File: src/rtl/uart_boot_loader_p.sv
// UART boot loader: fills an external RAM from an 8N1 serial stream after reset,
// replies with a byte checksum, then dumps the RAM back over tx on a scan request.
module uart_boot_loader_p #(
  parameter int CLK_DIV    = 434,
  parameter int DATA_W     = 8,
  parameter int ADDR_W     = 8,
  parameter int LOAD_WORDS = 256
) (
  input  logic              clk,
  input  logic              rst,
  input  logic              ce,
  input  logic              rx,
  input  logic              scan_memory,
  input  logic [DATA_W-1:0] ram_in,
  output logic              tx,
  output logic              boot,
  output logic [DATA_W-1:0] ram_out,
  output logic [ADDR_W-1:0] ram_adr,
  output logic              ram_rw,
  output logic              ram_enable,
  output logic              err
);

  localparam int BYTES = DATA_W / 8;
  localparam int CNT_W = (BYTES > 1) ? $clog2(BYTES) : 1;
  localparam int DIV_W = $clog2(CLK_DIV);
  localparam logic [DIV_W-1:0]  BIT_END   = DIV_W'(CLK_DIV - 1);
  localparam logic [DIV_W-1:0]  HALF_END  = DIV_W'(CLK_DIV / 2 - 1);
  localparam logic [CNT_W-1:0]  LAST_LANE = CNT_W'(BYTES - 1);
  localparam logic [ADDR_W-1:0] LAST_ADDR = ADDR_W'(LOAD_WORDS - 1);

  typedef enum logic [3:0] {
    S_LOAD, S_LOAD_WR, S_CKSUM, S_CKSUM_WAIT, S_IDLE,
    S_SCAN_RD, S_SCAN_WAIT, S_SCAN_TX, S_SCAN_TXW
  } state_t;

  state_t             state, state_n;
  logic [ADDR_W-1:0]  addr, addr_n;
  logic [CNT_W-1:0]   lane, lane_n;
  logic [7:0]         cksum, cksum_n;
  logic [DATA_W-1:0]  word, word_n;
  logic [DATA_W-1:0]  rd_word, rd_word_n;

  logic rx_s1, rx_s2, rx_d;
  logic scan_s1, scan_s2, scan_d;
  logic scan_rise;

  logic             rx_busy, rx_valid;
  logic [3:0]       rx_bit;
  logic [DIV_W-1:0] rx_cnt;
  logic [7:0]       rx_sh;

  logic             tx_busy, tx_start;
  logic [3:0]       tx_bit;
  logic [DIV_W-1:0] tx_cnt;
  logic [8:0]       tx_sh;
  logic [7:0]       tx_data;

  // Two-flop synchronisers for rx and scan_memory, plus one delayed copy for edge detection
  always_ff @(posedge clk or posedge rst) begin
    if (rst) begin
      {rx_s1, rx_s2, rx_d}       <= 3'b111;
      {scan_s1, scan_s2, scan_d} <= 3'b000;
    end else if (ce) begin
      rx_s1   <= rx;
      rx_s2   <= rx_s1;
      rx_d    <= rx_s2;
      scan_s1 <= scan_memory;
      scan_s2 <= scan_s1;
      scan_d  <= scan_s2;
    end
  end

  assign scan_rise = scan_s2 & ~scan_d;

  // UART receiver: rx_bit 0 = start check, 1..8 = data, 9 = stop
  always_ff @(posedge clk or posedge rst) begin
    if (rst) begin
      rx_busy  <= 1'b0;
      rx_valid <= 1'b0;
      rx_bit   <= '0;
      rx_cnt   <= '0;
      rx_sh    <= '0;
      err      <= 1'b0;
    end else if (ce) begin
      rx_valid <= 1'b0;
      if (!rx_busy) begin
        if (rx_d && !rx_s2) begin
          rx_busy <= 1'b1;
          rx_bit  <= '0;
          rx_cnt  <= '0;
        end
      end else if (rx_bit == 4'd0) begin
        if (rx_cnt == HALF_END) begin
          rx_cnt <= '0;
          if (rx_s2) rx_busy <= 1'b0;
          else       rx_bit  <= 4'd1;
        end else begin
          rx_cnt <= rx_cnt + 1'b1;
        end
      end else if (rx_cnt == BIT_END) begin
        rx_cnt <= '0;
        if (rx_bit <= 4'd8) begin
          rx_sh  <= {rx_s2, rx_sh[7:1]};
          rx_bit <= rx_bit + 1'b1;
        end else begin
          rx_busy <= 1'b0;
          if (rx_s2) rx_valid <= 1'b1;
          else       err      <= 1'b1;
        end
      end else begin
        rx_cnt <= rx_cnt + 1'b1;
      end
    end
  end

  // UART transmitter: start bit on accept, then 8 data bits and stop shifted out
  always_ff @(posedge clk or posedge rst) begin
    if (rst) begin
      tx      <= 1'b1;
      tx_busy <= 1'b0;
      tx_bit  <= '0;
      tx_cnt  <= '0;
      tx_sh   <= '1;
    end else if (ce) begin
      if (!tx_busy) begin
        if (tx_start) begin
          tx_busy <= 1'b1;
          tx      <= 1'b0;
          tx_sh   <= {1'b1, tx_data};
          tx_bit  <= '0;
          tx_cnt  <= '0;
        end
      end else if (tx_cnt == BIT_END) begin
        tx_cnt <= '0;
        if (tx_bit == 4'd9) begin
          tx_busy <= 1'b0;
        end else begin
          tx     <= tx_sh[0];
          tx_sh  <= {1'b1, tx_sh[8:1]};
          tx_bit <= tx_bit + 1'b1;
        end
      end else begin
        tx_cnt <= tx_cnt + 1'b1;
      end
    end
  end

  // Control FSM state and datapath registers
  always_ff @(posedge clk or posedge rst) begin
    if (rst) begin
      state   <= S_LOAD;
      addr    <= '0;
      lane    <= '0;
      cksum   <= '0;
      word    <= '0;
      rd_word <= '0;
    end else if (ce) begin
      state   <= state_n;
      addr    <= addr_n;
      lane    <= lane_n;
      cksum   <= cksum_n;
      word    <= word_n;
      rd_word <= rd_word_n;
    end
  end

  // Next-state logic: load words, send checksum, then serve scan dumps
  always_comb begin
    state_n   = state;
    addr_n    = addr;
    lane_n    = lane;
    cksum_n   = cksum;
    word_n    = word;
    rd_word_n = rd_word;
    tx_start  = 1'b0;
    tx_data   = cksum;
    for (int unsigned i = 0; i < BYTES; i++) begin
      if (lane == CNT_W'(i)) tx_data = rd_word[8*i +: 8];
    end
    case (state)
      S_LOAD: begin
        if (rx_valid) begin
          for (int unsigned i = 0; i < BYTES; i++) begin
            if (lane == CNT_W'(i)) word_n[8*i +: 8] = rx_sh;
          end
          cksum_n = cksum + rx_sh;
          if (lane == LAST_LANE) begin
            lane_n  = '0;
            state_n = S_LOAD_WR;
          end else begin
            lane_n = lane + 1'b1;
          end
        end
      end
      S_LOAD_WR: begin
        addr_n  = addr + 1'b1;
        state_n = (addr == LAST_ADDR) ? S_CKSUM : S_LOAD;
      end
      S_CKSUM: begin
        tx_start = 1'b1;
        tx_data  = cksum;
        state_n  = S_CKSUM_WAIT;
      end
      S_CKSUM_WAIT: begin
        if (!tx_busy) state_n = S_IDLE;
      end
      S_IDLE: begin
        if (scan_rise) begin
          addr_n  = '0;
          lane_n  = '0;
          state_n = S_SCAN_RD;
        end
      end
      S_SCAN_RD: state_n = S_SCAN_WAIT;
      S_SCAN_WAIT: begin
        rd_word_n = ram_in;
        lane_n    = '0;
        state_n   = S_SCAN_TX;
      end
      S_SCAN_TX: begin
        tx_start = 1'b1;
        state_n  = S_SCAN_TXW;
      end
      S_SCAN_TXW: begin
        if (!tx_busy) begin
          if (lane == LAST_LANE) begin
            lane_n  = '0;
            addr_n  = addr + 1'b1;
            state_n = (addr == LAST_ADDR) ? S_IDLE : S_SCAN_RD;
          end else begin
            lane_n  = lane + 1'b1;
            state_n = S_SCAN_TX;
          end
        end
      end
      default: state_n = S_LOAD;
    endcase
  end

  // RAM strobes are decoded from the state so each access lasts exactly one ce-cycle
  assign ram_enable = (state == S_LOAD_WR) || (state == S_SCAN_RD);
  assign ram_rw     = (state == S_LOAD_WR);
  assign ram_adr    = addr;
  assign ram_out    = word;
  assign boot       = (state == S_LOAD) || (state == S_LOAD_WR);

endmodule

File: config.mk
export PLATFORM = sky130hd
export DESIGN_NAME = uart_boot_loader_p
export DESIGN_NICKNAME = d
export VERILOG_FILES = /design/src/rtl/uart_boot_loader_p.sv
export SDC_FILE = /design/constraint.sdc
export NUM_CORES = 1
export LEC_CHECK = 0
export ABC_AREA = 1
export CAP_MARGIN = 20
export CORE_ASPECT_RATIO = 0.8
export CORE_MARGIN = 2
export CORE_UTILIZATION = 40
export DETAILED_ROUTE_END_ITERATION = 10
export PLACE_DENSITY = 0.54
export SYNTH_ARGS = -nofsm -noshare
export SYNTH_HDL_FRONTEND = slang
export SYNTH_SLANG_ARGS = --single-unit
File: constraint.sdc
create_clock -name clk -period 3.9 [get_ports clk]
set_clock_uncertainty 0.15 [all_clocks]
set_input_delay 0.585 -clock clk [delete_from_list [all_inputs] [get_ports clk]]
set_output_delay 0.585 -clock clk [all_outputs]
set_load 0.02 [all_outputs]
==> impl_metrics.toml <==
[outcome]
outcome = "finished, final reports clean"

[floorplanning]
initial_core_util_pct = 41.2
die_h_um = 104
fp.dieW_um = 130
core_um2 = 12300
pin_count = 34
num_rows = 36
dieArea_um2 = 13500

[worst_setup_path]
critPathKind = "flop to primary output"
critPathArrivalTime_ns = 1.96
cp.required_ns = 3.16
critPathCaptureType = "primary output"
critical-path-max-stage-delay_ns = 0.65
critPathSlowestCell = "clkdlybuf4s50_1"
crit_cells = 4
rr_startpoint = "state[3]"
start_kind = "flop"
path_cells = "nor2_4, inv_1, nor2_1, clkdlybuf4s50_1"
ff2ff_setup_slack_ns = 1.86
critical_path_buf_inv_count = 2
critPathTopFamily = "buffers and inverters"
reg2regPathDepth = 8
worstSetupStartpoint = "state[3]"
crit-reg2reg-capture = "tx_bit[3]"
endpoint = "ram_rw"
crit_fanout = 6

[layout]
final_cell_mix = "259 x nand2_1, 77 x dfrtp_1, 73 x inv_1"
final_nets = 749
n_antenna_cell = 0
fin_cells = 894
drive_gt1_share_pct = 7.88
multi_input_area_um2 = 2410
area_growth_pct = 16.0
seq_area_um2 = 2240
fill_cells = 1259
final_common_cell = "nand2_1"

[synthesis]
synthesis.area_um2 = 5040
synth-edff-count = 0
avgSynthCellArea_um2 = 7.36
syn_inst = 685
synthTopCellsByArea = "dfrtp_1 38%, nand2_1 19%, dfstp_2 6.3%"
synth_top_cell_by_area = "dfrtp_1"
synthArstFlopShare_pct = 100
yosysSeqAreaShare_pct = 44.4
synth_warnings = 0
ys.flop_type = "dfrtp_1"
synth_nets = 716
ys_ff_latch = 89
yosysTopAreaCellShare_pct = 38.2
ys_types = 34

[worst_hold_path]
hp-class = "flop to flop"

[routing]
ant_nets = 0
wl_per_cell_um = 12.1
drc = 0
wirelength_um = 10800
firstDrtPassIters = 4
drt_iter0_drc = 223
vias_per_cell = 4.72
via_count = 4220

[placed_design]
hpwl_um = 7730
port_buffers = 33
gp_congestion = 0.864
dp.cells = 878

[sta]
tns_ns = 0
min_period_ns = 2.69
fmaxAchievable_mhz = 372
timing.final.crit_share_pct = 69.0
rsz0062_at_grt = "no"
final_hold_viol_count = 0
setup_viol = 0
worst_pin_slew_ns = 0.757
relSlewSlack_pct = 49.2
drv_slew = 0

[clock_network]
hold_buffers = 0
cts_resized = 0
clkSinkCount = 89
cts_setup_buffers = 0
path_clk_slew_ns = 0.06
clock_path_buffers = 2
clockRootBuffer = "clkbuf_16"
numCtsBuffers = 9
cts_tree = "yes"
cts.htree.levels = 3
insertion_delay_ns = 0.34

[power_and_ir_drop]
switchingPower_mw = 0.892
switching_share_pct = 32.1
pwr_density_cell_nw_per_um2 = 474
seqPwrFrac_pct = 43.4
peakVddDrop_v = 0.000253
internal_power_mw = 1.88
p_leak_nw = 2.98
clkPwrFrac_pct = 32.9
p_comb_share_pct = 23.8

[grt]
grt_usage_pct = 17.0
grt_max_degree = 38
grt_pass1_wl_um = 18700
grt_overflow = 0
grt_pass1_vias = 3922
antenna_found_initial = 0

[flow_run]
max_cap_violations = 0
## synthesized netlist by cell type (2+ instances only)
master	count
xnor2_1	5
dfstp_2	12
inv_2	5
buf_4	2
nand2_2	6
nand3_2	3
nor3_1	6
nand4_1	14
ha_1	17
nor2_1	51
nand3_1	54
xor2_1	5
nor2_2	4
a21oi_1	9
dfrtp_1	77
buf_6	2
nor2_4	2
o21ai_1	5
o21ai_0	48
inv_1	74
or2_2	3
clkbuf_1	4
nand3b_1	2
nand2_1	259
buf_2	7
## flip-flops by register name, indices dropped and copies added (netlist names), 4 cells and up
register and count:
rx_cnt 9, tx_cnt 9, cksum 8, ram_adr 8, ram_out 8, rd_word 8
rx_sh 8, tx_sh 8, rx_bit 4, state 4, tx_bit 4
## final cells by class
cell class	instances	area share, %
inverter	80	5.15
clock inverter	3	1.15
clock buffer	13	4.10
sequential	89	38.3
tap	171	3.66
timing repair buffer	37	6.37
multi-input combinational	501	41.3
## layer usage
layer	GRT usage [%]	routed length [µm]	vias up
li1	-	-	2223
met1	25.1	5620	1928
met2	24.9	4740	62
met3	4.22	381	7
met4	4.07	77	0
met5	0	0	-
## worst min path at each step
stage / from / end / slack, ns / cells after the start
6_report: tx_sh[2] / tx_sh[2] / 0.31 / 2
5_1_grt: tx_sh[2] / tx_sh[2] / 0.32 / 2
4_1_cts: tx_sh[2] / tx_sh[2] / 0.31 / 2
3_5_place_dp: tx_sh[2] / tx_sh[2] / 0.30 / 2
3_3_place_gp: tx_sh[0] / tx_sh[0] / 0.30 / 2
2_1_floorplan: tx_sh[5] / tx_sh[5] / 0.29 / 2
## cell families after synthesis
logic type	share of synthesized area (%)
buf+inv	7.69
fa+ha+maj	4.61
compound gates	6.65
xor+xnor	1.74
simple gates	34.9
flops	44.4
## worst min-delay path, cell delays in order, from the launching register on
cell and delay (ns):
dfstp_2 0.37, nand2_1 0.05, nand2_1 0.04
## per-stage QoR
step	setup slack, ns	hold slack (ns)	power (mW)	area (µm²)	utilization (%)
6_report	1.21	0.313	2.78	5850	47.8
5_1_grt	1.10	0.324	2.96	5850	47.8
4_1_cts	1.18	0.314	2.82	5850	47.8
3_5_place_dp	1.06	0.304	1.89	5550	45.3
3_3_place_gp	1.16	0.300	1.87	5550	45.3
2_1_floorplan	0.878	0.292	1.67	5040	-
## power groups by stage
stage	registers (mW)	logic [mW]	clock network [mW]
floorplan	1.21	0.460	0
global placement	1.21	0.661	0
detailed placement	1.22	0.668	0
CTS	1.20	0.670	0.942
global route	1.22	0.749	0.988
finish	1.20	0.660	0.913
(Power assumes the default switching activity.)
